==> src/rtl/encoder_pkg.sv <==
// Shared constants and helpers for the 4-to-2 request encoder.
// Holds the line count, code width, one-hot expansion and 4-bit popcount.
package encoder_pkg;

    localparam int NUM_LINES = 4;
    localparam int CODE_W    = 2;

    function automatic logic [NUM_LINES-1:0] onehot(input logic [CODE_W-1:0] code);
        onehot = 4'b0001 << code;
    endfunction

    function automatic logic [2:0] popcount4(input logic [NUM_LINES-1:0] v);
        popcount4 = 3'(v[0]) + 3'(v[1]) + 3'(v[2]) + 3'(v[3]);
    endfunction

endpackage

==> src/rtl/prio_sel4.sv <==
// Combinational 4-way priority selector for the encoder queue.
// Default: fixed D3 > D2 > D1 > D0. With ENC_RR_EN: ascending search from start.
module prio_sel4
    import encoder_pkg::*;
(
    input  logic [NUM_LINES-1:0] req,
    input  logic [CODE_W-1:0]    start,
    output logic [CODE_W-1:0]    sel
);

`ifdef ENC_RR_EN
    // Walk from the farthest candidate back to start so the nearest set bit wins.
    always_comb begin
        sel = 2'b00;
        for (int i = NUM_LINES - 1; i >= 0; i--) begin
            sel = req[start + CODE_W'(i)] ? (start + CODE_W'(i)) : sel;
        end
    end
`else
    logic w_unused;
    assign w_unused = |start;

    // Ascending scan: the highest set index is written last and wins.
    always_comb begin
        sel = 2'b00;
        for (int i = 0; i < NUM_LINES; i++) begin
            sel = req[i] ? CODE_W'(i) : sel;
        end
    end
`endif

endmodule

==> src/rtl/encoder4to2_queue.sv <==
// Registered 4-to-2 priority encoder with per-line pending bits and valid/ack output.
// Optional macro ENC_RR_EN selects rotating priority instead of fixed D3 > D0.
module encoder4to2_queue
    import encoder_pkg::*;
#(
    parameter int ERR_STICKY = 1
)
(
    input  logic       clk,
    input  logic       rst_n,
    input  logic       D0,
    input  logic       D1,
    input  logic       D2,
    input  logic       D3,
    input  logic       ack,
    input  logic       err_clr,
    output logic       A1,
    output logic       A0,
    output logic       valid,
    output logic [2:0] pend_cnt,
    output logic       multi
);

    logic [NUM_LINES-1:0] w_dv;
    logic [NUM_LINES-1:0] w_nxt;
    logic [NUM_LINES-1:0] w_pend_next;
    logic [CODE_W-1:0]    w_sel;
    logic [CODE_W-1:0]    w_start;
    logic                 w_load;
    logic                 w_hold;
    logic                 w_coll;

    logic [NUM_LINES-1:0] r_pend;
    logic [CODE_W-1:0]    r_code;
    logic                 r_valid;
    logic [2:0]           r_pend_cnt;
    logic                 r_multi;

    assign w_dv   = {D3, D2, D1, D0};
    assign w_nxt  = r_pend | w_dv;
    assign w_load = (!r_valid || ack) && (w_nxt != 4'b0000);
    assign w_hold = r_valid && !ack;
    assign w_coll = (popcount4(w_dv) >= 3'd2);

`ifdef ENC_RR_EN
    logic [CODE_W-1:0] r_last;

    // Remember the last granted line so the search starts just after it.
    always_ff @(posedge clk or negedge rst_n) begin
        if (!rst_n) begin
            r_last <= 2'b11;
        end else if (w_load) begin
            r_last <= w_sel;
        end
    end

    assign w_start = r_last + 2'b01;
`else
    assign w_start = 2'b00;
`endif

    prio_sel4 u_sel (
        .req   (w_nxt),
        .start (w_start),
        .sel   (w_sel)
    );

    // Next pending set: a granted line leaves P, held codes keep accumulating, drain empties.
    always_comb begin
        w_pend_next = 4'b0000;
        if (w_load) begin
            w_pend_next = w_nxt & ~onehot(w_sel);
        end else if (w_hold) begin
            w_pend_next = w_nxt;
        end else begin
            w_pend_next = 4'b0000;
        end
    end

    // Pending bits and their count move together.
    always_ff @(posedge clk or negedge rst_n) begin
        if (!rst_n) begin
            r_pend     <= 4'b0000;
            r_pend_cnt <= 3'd0;
        end else begin
            r_pend     <= w_pend_next;
            r_pend_cnt <= popcount4(w_pend_next);
        end
    end

    // Presented code and valid; the code keeps its last value after a drain.
    always_ff @(posedge clk or negedge rst_n) begin
        if (!rst_n) begin
            r_code  <= 2'b00;
            r_valid <= 1'b0;
        end else if (w_load) begin
            r_code  <= w_sel;
            r_valid <= 1'b1;
        end else if (w_hold) begin
            r_valid <= 1'b1;
        end else begin
            r_valid <= 1'b0;
        end
    end

    // Collision flag: a new collision beats a simultaneous clear in sticky mode.
    always_ff @(posedge clk or negedge rst_n) begin
        if (!rst_n) begin
            r_multi <= 1'b0;
        end else if (ERR_STICKY != 0) begin
            if (w_coll) begin
                r_multi <= 1'b1;
            end else if (err_clr) begin
                r_multi <= 1'b0;
            end
        end else begin
            r_multi <= w_coll;
        end
    end

    assign A1       = r_code[1];
    assign A0       = r_code[0];
    assign valid    = r_valid;
    assign pend_cnt = r_pend_cnt;
    assign multi    = r_multi;

endmodule

==> config.mk <==
export PLATFORM = sky130hd
export DESIGN_NAME = encoder4to2_queue
export DESIGN_NICKNAME = d
export VERILOG_FILES = /design/src/rtl/encoder_pkg.sv /design/src/rtl/prio_sel4.sv /design/src/rtl/encoder4to2_queue.sv
export SDC_FILE = /design/constraint.sdc
export NUM_CORES = 1
export LEC_CHECK = 0
export CORE_AREA = 2 2 39 41
export CTS_BUF_LIST = sky130_fd_sc_hd__clkbuf_16
export CTS_CLUSTER_SIZE = 25
export DETAILED_ROUTE_END_ITERATION = 7
export DIE_AREA = 0 0 41 43
export PLACE_DENSITY = 0.79
export SKIP_LAST_GASP = 1
export SYNTH_ARGS = -nofsm -noshare
export SYNTH_HDL_FRONTEND = slang
export SYNTH_SLANG_ARGS = --single-unit
==> constraint.sdc <==
create_clock -name clk -period 1.9 [get_ports clk]
set_input_delay 0.19 -clock clk [delete_from_list [all_inputs] [get_ports clk]]
set_output_delay 0.19 -clock clk [all_outputs]
set_load 0.005 [all_outputs]
==> impl_metrics.toml, run 1 <==
[floorplanning]
start_util_pct = 36.3
dieWidth_um = 41
dieArea_um2 = 1760
io_pins = 15
die_h_um = 43
rows = 14
core_um2 = 1380

[pwr]
power_mw = 0.763
p_leak_nw = 0.364
power.density_nw_per_um2 = 913
ir_drop_mv = 0.604

[clock_tree]
numCtsBuffers = 3
clk_latency_ns = 0.24
max-clock-path-buffers = 2
cts_hold_buf = 0
cts_root_buf = "clkbuf_16"
cts_tree = "built"
h-tree-depth = 1
clk_pin_slew_worst_paths_ns = 0.04
clock_sinks = 11

[synthesis]
synth_warnings = 0
syn_area_um2 = 503
synthCells = 39
yosys_register_bits = 11
synthSimpleGateAreaFrac_pct = 17.9
syn-num-nets = 51
synth.distinct_cells = 18
synth_top_family_by_area = "simple AND/OR/NAND/NOR gates"
ys_seq_area_share_pct = 54.7
synth_compound_area_share_pct = 10.7
yosys.area_share.adder_pct = 12.9
avgSynthCellArea_um2 = 12.9
synth_xor_area_share_pct = 0
synth.area.mux_share_pct = 0

[worst_setup_path]
start_kind = "flip-flop"
rrSetupSlack_ns = -0.08
crit_fanout = 3
required_ns = 2.03
crit_start = "valid$_DFF_PN0_"
reg2reg_depth = 6
critical_path_class = "reg -> reg"
endpoint_kind = "flip-flop"
rr_endpoint = "pend_cnt[1]$_DFF_PN0_"
cp.arrival_ns = 2.11
reg2reg_from = "valid$_DFF_PN0_"

[layout]
fin_area_um2 = 836
final_common_cell = "clkdlybuf4s50_1"
final_cell_mix = "12 x clkdlybuf4s50_1, 11 x dfrtp_1, 10 x buf_4"
drive_gt1_share_pct = 32.8
n_fill_cell = 112
final_net_count = 80
num_antenna_cells = 0
area_growth_syn_to_layout_pct = 66.2

[placement]
io_buffers = 14
place_area_um2 = 727
dp_hpwl_um = 905
gp_congestion = 0.728

[global_routing]
grt_overflow_total = 0
grt_max_degree = 12
antenna_found_initial = 0
grtUsageTotal_pct = 17.3
grt_pass1_wl_um = 1900
grt_pass1_vias = 452

[detailed_routing]
vias_per_cell = 5.02
antenna_left = 0
dr.pass1.iters = 4
drc = 0
wl_um = 1220
num_vias = 417
avgRoutedWirePerCell_um = 14.7
drtIter0Drc = 6

[run_status]
status = "finished with violations"
violations = "negative setup slack"

[timing]
timing.slew.headroom_pct = 67.7
tns_ns = -0.0805
worst_slack_ns = -0.0805
setup_viol = 1
timing.fmax_mhz = 505
fin_skew_ns = 0.000413
rsz0062_at_grt = "true"
whs_ns = 0.285
period_needed_ns = 1.98
tightest_slew_ns = 0.483
period_share_pct = 104
hold_viol = 0
drv_slew = 0

[worst_hold_path]
hp-class = "in -> async"

[run]
maxCapViolations = 0
-- final cells by class --
type	count	area (um^2)	area share (%)
repair buffers	24	213	25.4
multi-input cells	23	230	27.5
clock inverters	1	3.75	0.449
clock buffers	3	75.1	8.98
inverters	5	18.8	2.25
well taps	16	20.0	2.40
flip-flops and latches	11	275	32.9
-- how the worst max path moves through the flow --
stage / endpoint
3_5_place_dp: pend_cnt[1]$_DFF_PN0_
4_1_cts: pend_cnt[1]$_DFF_PN0_
6_report: pend_cnt[1]$_DFF_PN0_
2_1_floorplan: pend_cnt[1]$_DFF_PN0_
5_1_grt: pend_cnt[1]$_DFF_PN0_
3_3_place_gp: pend_cnt[1]$_DFF_PN0_
-- critical path, cell delays in order (launching register included) --
cell	delay, ns
dfrtp_1	0.37
nor2b_4	0.14
nor4b_4	0.34
nor2_2	0.09
fa_1	0.55
ha_2	0.19
ha_4	0.19
-- synth_stat cells --
library cell / instances / area share [%]
fa_1: 2 / 8.0
o32a_2: 1 / 2.2
o221ai_1: 1 / 1.7
inv_1: 5 / 3.7
o31a_1: 1 / 1.7
nor2_2: 1 / 1.2
a21oi_1: 1 / 0.99
nor2b_4: 1 / 2.7
nor4b_4: 1 / 4.7
nor4_1: 2 / 2.5
dfrtp_1: 11 / 55
nand2_1: 1 / 0.75
ha_1: 2 / 5.0
o21ai_0: 3 / 3.0
nor2b_1: 1 / 1.2
nor4_2: 1 / 2.5
nor2_1: 3 / 2.2
o21ai_1: 1 / 0.99
-- where the power goes --
group | internal [mW] | leakage (nW) | switching (mW)
registers | 0.256 | 0.117 | 0.0109
logic | 0.0720 | 0.205 | 0.0468
clock network | 0.276 | 0.0423 | 0.101
total | 0.604 | 0.364 | 0.159
-- routing by layer --
| metal | GRT usage [%] | part of all wire, % | up-vias |
|---|---|---|---|
| li1 | - | - | 192 |
| met1 | 16.2 | 33 | 202 |
| met2 | 30.6 | 58 | 21 |
| met3 | 6.28 | 7.2 | 2 |
| met4 | 8.00 | 1.1 | 0 |
| met5 | 0 | 0 | - |
-- timing repair --
item	4_1_cts	5_1_grt
buffers inserted	2	0
pin swaps	6	1
setup endpoints to repair	2	3
resized for setup	5	0
-- through the flow --
step                cells  utilization, %  worst slack [ns]
finish                 83            60.4           -0.0805
global route           83            60.4            -0.162
CTS                    83            60.4            -0.118
detailed placement     77            52.5            -0.374
global placement       77            52.5            -0.309
floorplan              39               -           -0.0120
-- state kept, by name (all words and copies together), names as in the netlist --
name	flops
multi	1
pend_cnt	3
r_code	2
r_pend	4
valid	1
-- logic make-up after synthesis --
logic type | after synthesis
and+or+nand+nor | 11
DFF | 11
AOI/OAI and AO/OA | 8
buffers and inverters | 5
adders and majority gates | 4
No activity file was read; power rests on OpenSTA's default activity.
==> run 2, diff against run 1 <==
- RECOVER_POWER: default -> 50
==> run 2 against run 1 <==
Effect of this change:
- the run still ends with negative setup slack left
- sequential cell count stayed put
- via count stayed put
- design area stayed put
- wire length stayed put
- power hardly changed
- register-to-register slack hardly changed
- non-clock buffer count stayed put
- worst hold slack better by 0.070 ns
- largest power group unchanged
- clock skew stayed put
- critical endpoint unchanged
- critical path depth stayed put
- clock-buffer cell count stayed put
- clock power hardly changed
==> impl_metrics.toml, run 2 (synthesized netlist as in run 1, its figures left out) <==
[global_routing]
grt_overflow_total = 0
grt_max_degree = 12
grt_pass1_vias = 452
grt_pass1_wl_um = 1900
grtUsageTotal_pct = 17.3
antenna_found_initial = 0

[worst_setup_path]
cp_slowest_stage_delay_ns = 0.55
worst-path-buf-inv = 0
critical_path_class = "reg -> reg"
cp_top_family = "adder cells"
reg2reg_from = "valid$_DFF_PN0_"
worst_path_max_delay_cell = "fa_1"
cp.arrival_ns = 2.11
path_cells = "nor2b_4 > nor4b_4 > nor2_2 > fa_1 > ha_2 > ha_4"
start_kind = "flip-flop"
endpoint_kind = "flip-flop"
rr_endpoint = "pend_cnt[1]$_DFF_PN0_"
crit_fanout = 3
rrSetupSlack_ns = -0.08
required_ns = 2.03
reg2reg_depth = 6

[placement]
place_area_um2 = 727
dp_hpwl_um = 905
io_buffers = 14
gp_congestion = 0.728

[detailed_routing]
dr.pass1.iters = 4
avgRoutedWirePerCell_um = 14.7
vias_per_cell = 5.02
wl_um = 1220
drtIter0Drc = 6
num_vias = 417
antenna_left = 0
drc = 0

[layout]
largest_register_ffs = 4
fin_area_um2 = 836
area_growth_syn_to_layout_pct = 66.2
final_cell_mix = "11 x clkdlybuf4s50_1, 11 x dfrtp_1, 10 x buf_4"
regMostFlops = "r_pend"
regArea_um2 = 275
drive_gt1_share_pct = 32.8
post-route-util_pct = 60.4
n_fill_cell = 112
multi_input_area_um2 = 230
final_net_count = 80
num_antenna_cells = 0

[clock_tree]
cts_hold_buf = 0
clock_sinks = 11
cts_tree = "built"
max-clock-path-buffers = 2
cts_root_buf = "clkbuf_16"
h-tree-depth = 1
numCtsBuffers = 3
clk_pin_slew_worst_paths_ns = 0.04
clk_latency_ns = 0.24

[timing]
drv_slew = 0
setup_viol = 1
rsz0062_at_grt = "true"
worst_slack_ns = -0.0805
fin_skew_ns = 0.000413
period_share_pct = 104
timing.slew.headroom_pct = 67.3
hold_viol = 0
period_needed_ns = 1.98
tightest_slew_ns = 0.488
timing.fmax_mhz = 505

[pwr]
power.share.switching_pct = 20.8
p_leak_nw = 0.364
pwr-share-seq_pct = 35.0
combPwrFrac_pct = 15.5
power_switching_mw = 0.159
power.density_nw_per_um2 = 912
clockPowerShare_pct = 49.5
ir_drop_mv = 0.604
power_mw = 0.762
intPower_mw = 0.604

[worst_hold_path]
hp-class = "in -> async"

[floorplanning]
dieWidth_um = 41
start_util_pct = 36.3
dieArea_um2 = 1760
core_um2 = 1380
rows = 14
die_h_um = 43
io_pins = 15

[run_status]
violations = "negative setup slack"
status = "finished with violations"

[run]
maxCapViolations = 0
run 2: cell count changes in the layout (fill, tap and decap cells not counted):
cell	before	now
clkdlybuf4s50_1	12	11
dlygate4sd3_1	0	1
run 2: power by group through the flow:
stage	combinational, mW	sequential [mW]	clock (mW)
after floorplan	0.0301	0.272	0
after detailed placement	0.114	0.271	0
final	0.118	0.267	0.377
after CTS	0.120	0.267	0.380
after global routing	0.130	0.269	0.398
after global placement	0.109	0.268	0
run 2: stage by stage:
stage | worst slack, ns | hold slack [ns] | std cells | TNS (ns)
after floorplan | -0.0120 | -0.106 | 39 | -0.0120
after global routing | -0.162 | 0.393 | 83 | -0.278
final | -0.0805 | 0.355 | 83 | -0.0805
after global placement | -0.309 | 0.482 | 77 | -0.679
after detailed placement | -0.374 | 0.493 | 77 | -0.855
after CTS | -0.118 | 0.300 | 83 | -0.161
run 2: timing repair:
action | 4_1_cts | 5_1_grt
setup endpoints to repair | 2 | 3
gates resized for setup | 5 | 0
gates cloned | 0 | 0
buffers inserted | 2 | 0
pin swaps | 6 | 1
run 2: worst max path at each step:
stage / start / endpoint / slack (ns) / cells past startpoint
2_1_floorplan: valid$_DFF_PN0_ / pend_cnt[1]$_DFF_PN0_ / -0.01 / 6
3_3_place_gp: ack / pend_cnt[1]$_DFF_PN0_ / -0.31 / 7
3_5_place_dp: D2 / pend_cnt[1]$_DFF_PN0_ / -0.37 / 6
4_1_cts: valid$_DFF_PN0_ / pend_cnt[1]$_DFF_PN0_ / -0.12 / 6
5_1_grt: valid$_DFF_PN0_ / pend_cnt[1]$_DFF_PN0_ / -0.16 / 6
6_report: valid$_DFF_PN0_ / pend_cnt[1]$_DFF_PN0_ / -0.08 / 6
run 2: layout make-up:
type,count,share of cell area [%]
flip-flops and latches,11,32.9
clock inverters,1,0.449
inverters,5,2.25
well taps,16,2.40
multi-input cells,23,27.5
repair buffers,24,25.4
clock buffers,3,8.98
run 2: per-layer routing:
layer | share of wire [%] | GRT usage [%] | vias to the layer above
met4 | 1.1 | 8.00 | 0
met2 | 58 | 30.6 | 21
li1 | - | - | 192
met5 | 0 | 0 | -
met1 | 33 | 16.2 | 202
met3 | 7.2 | 6.28 | 2
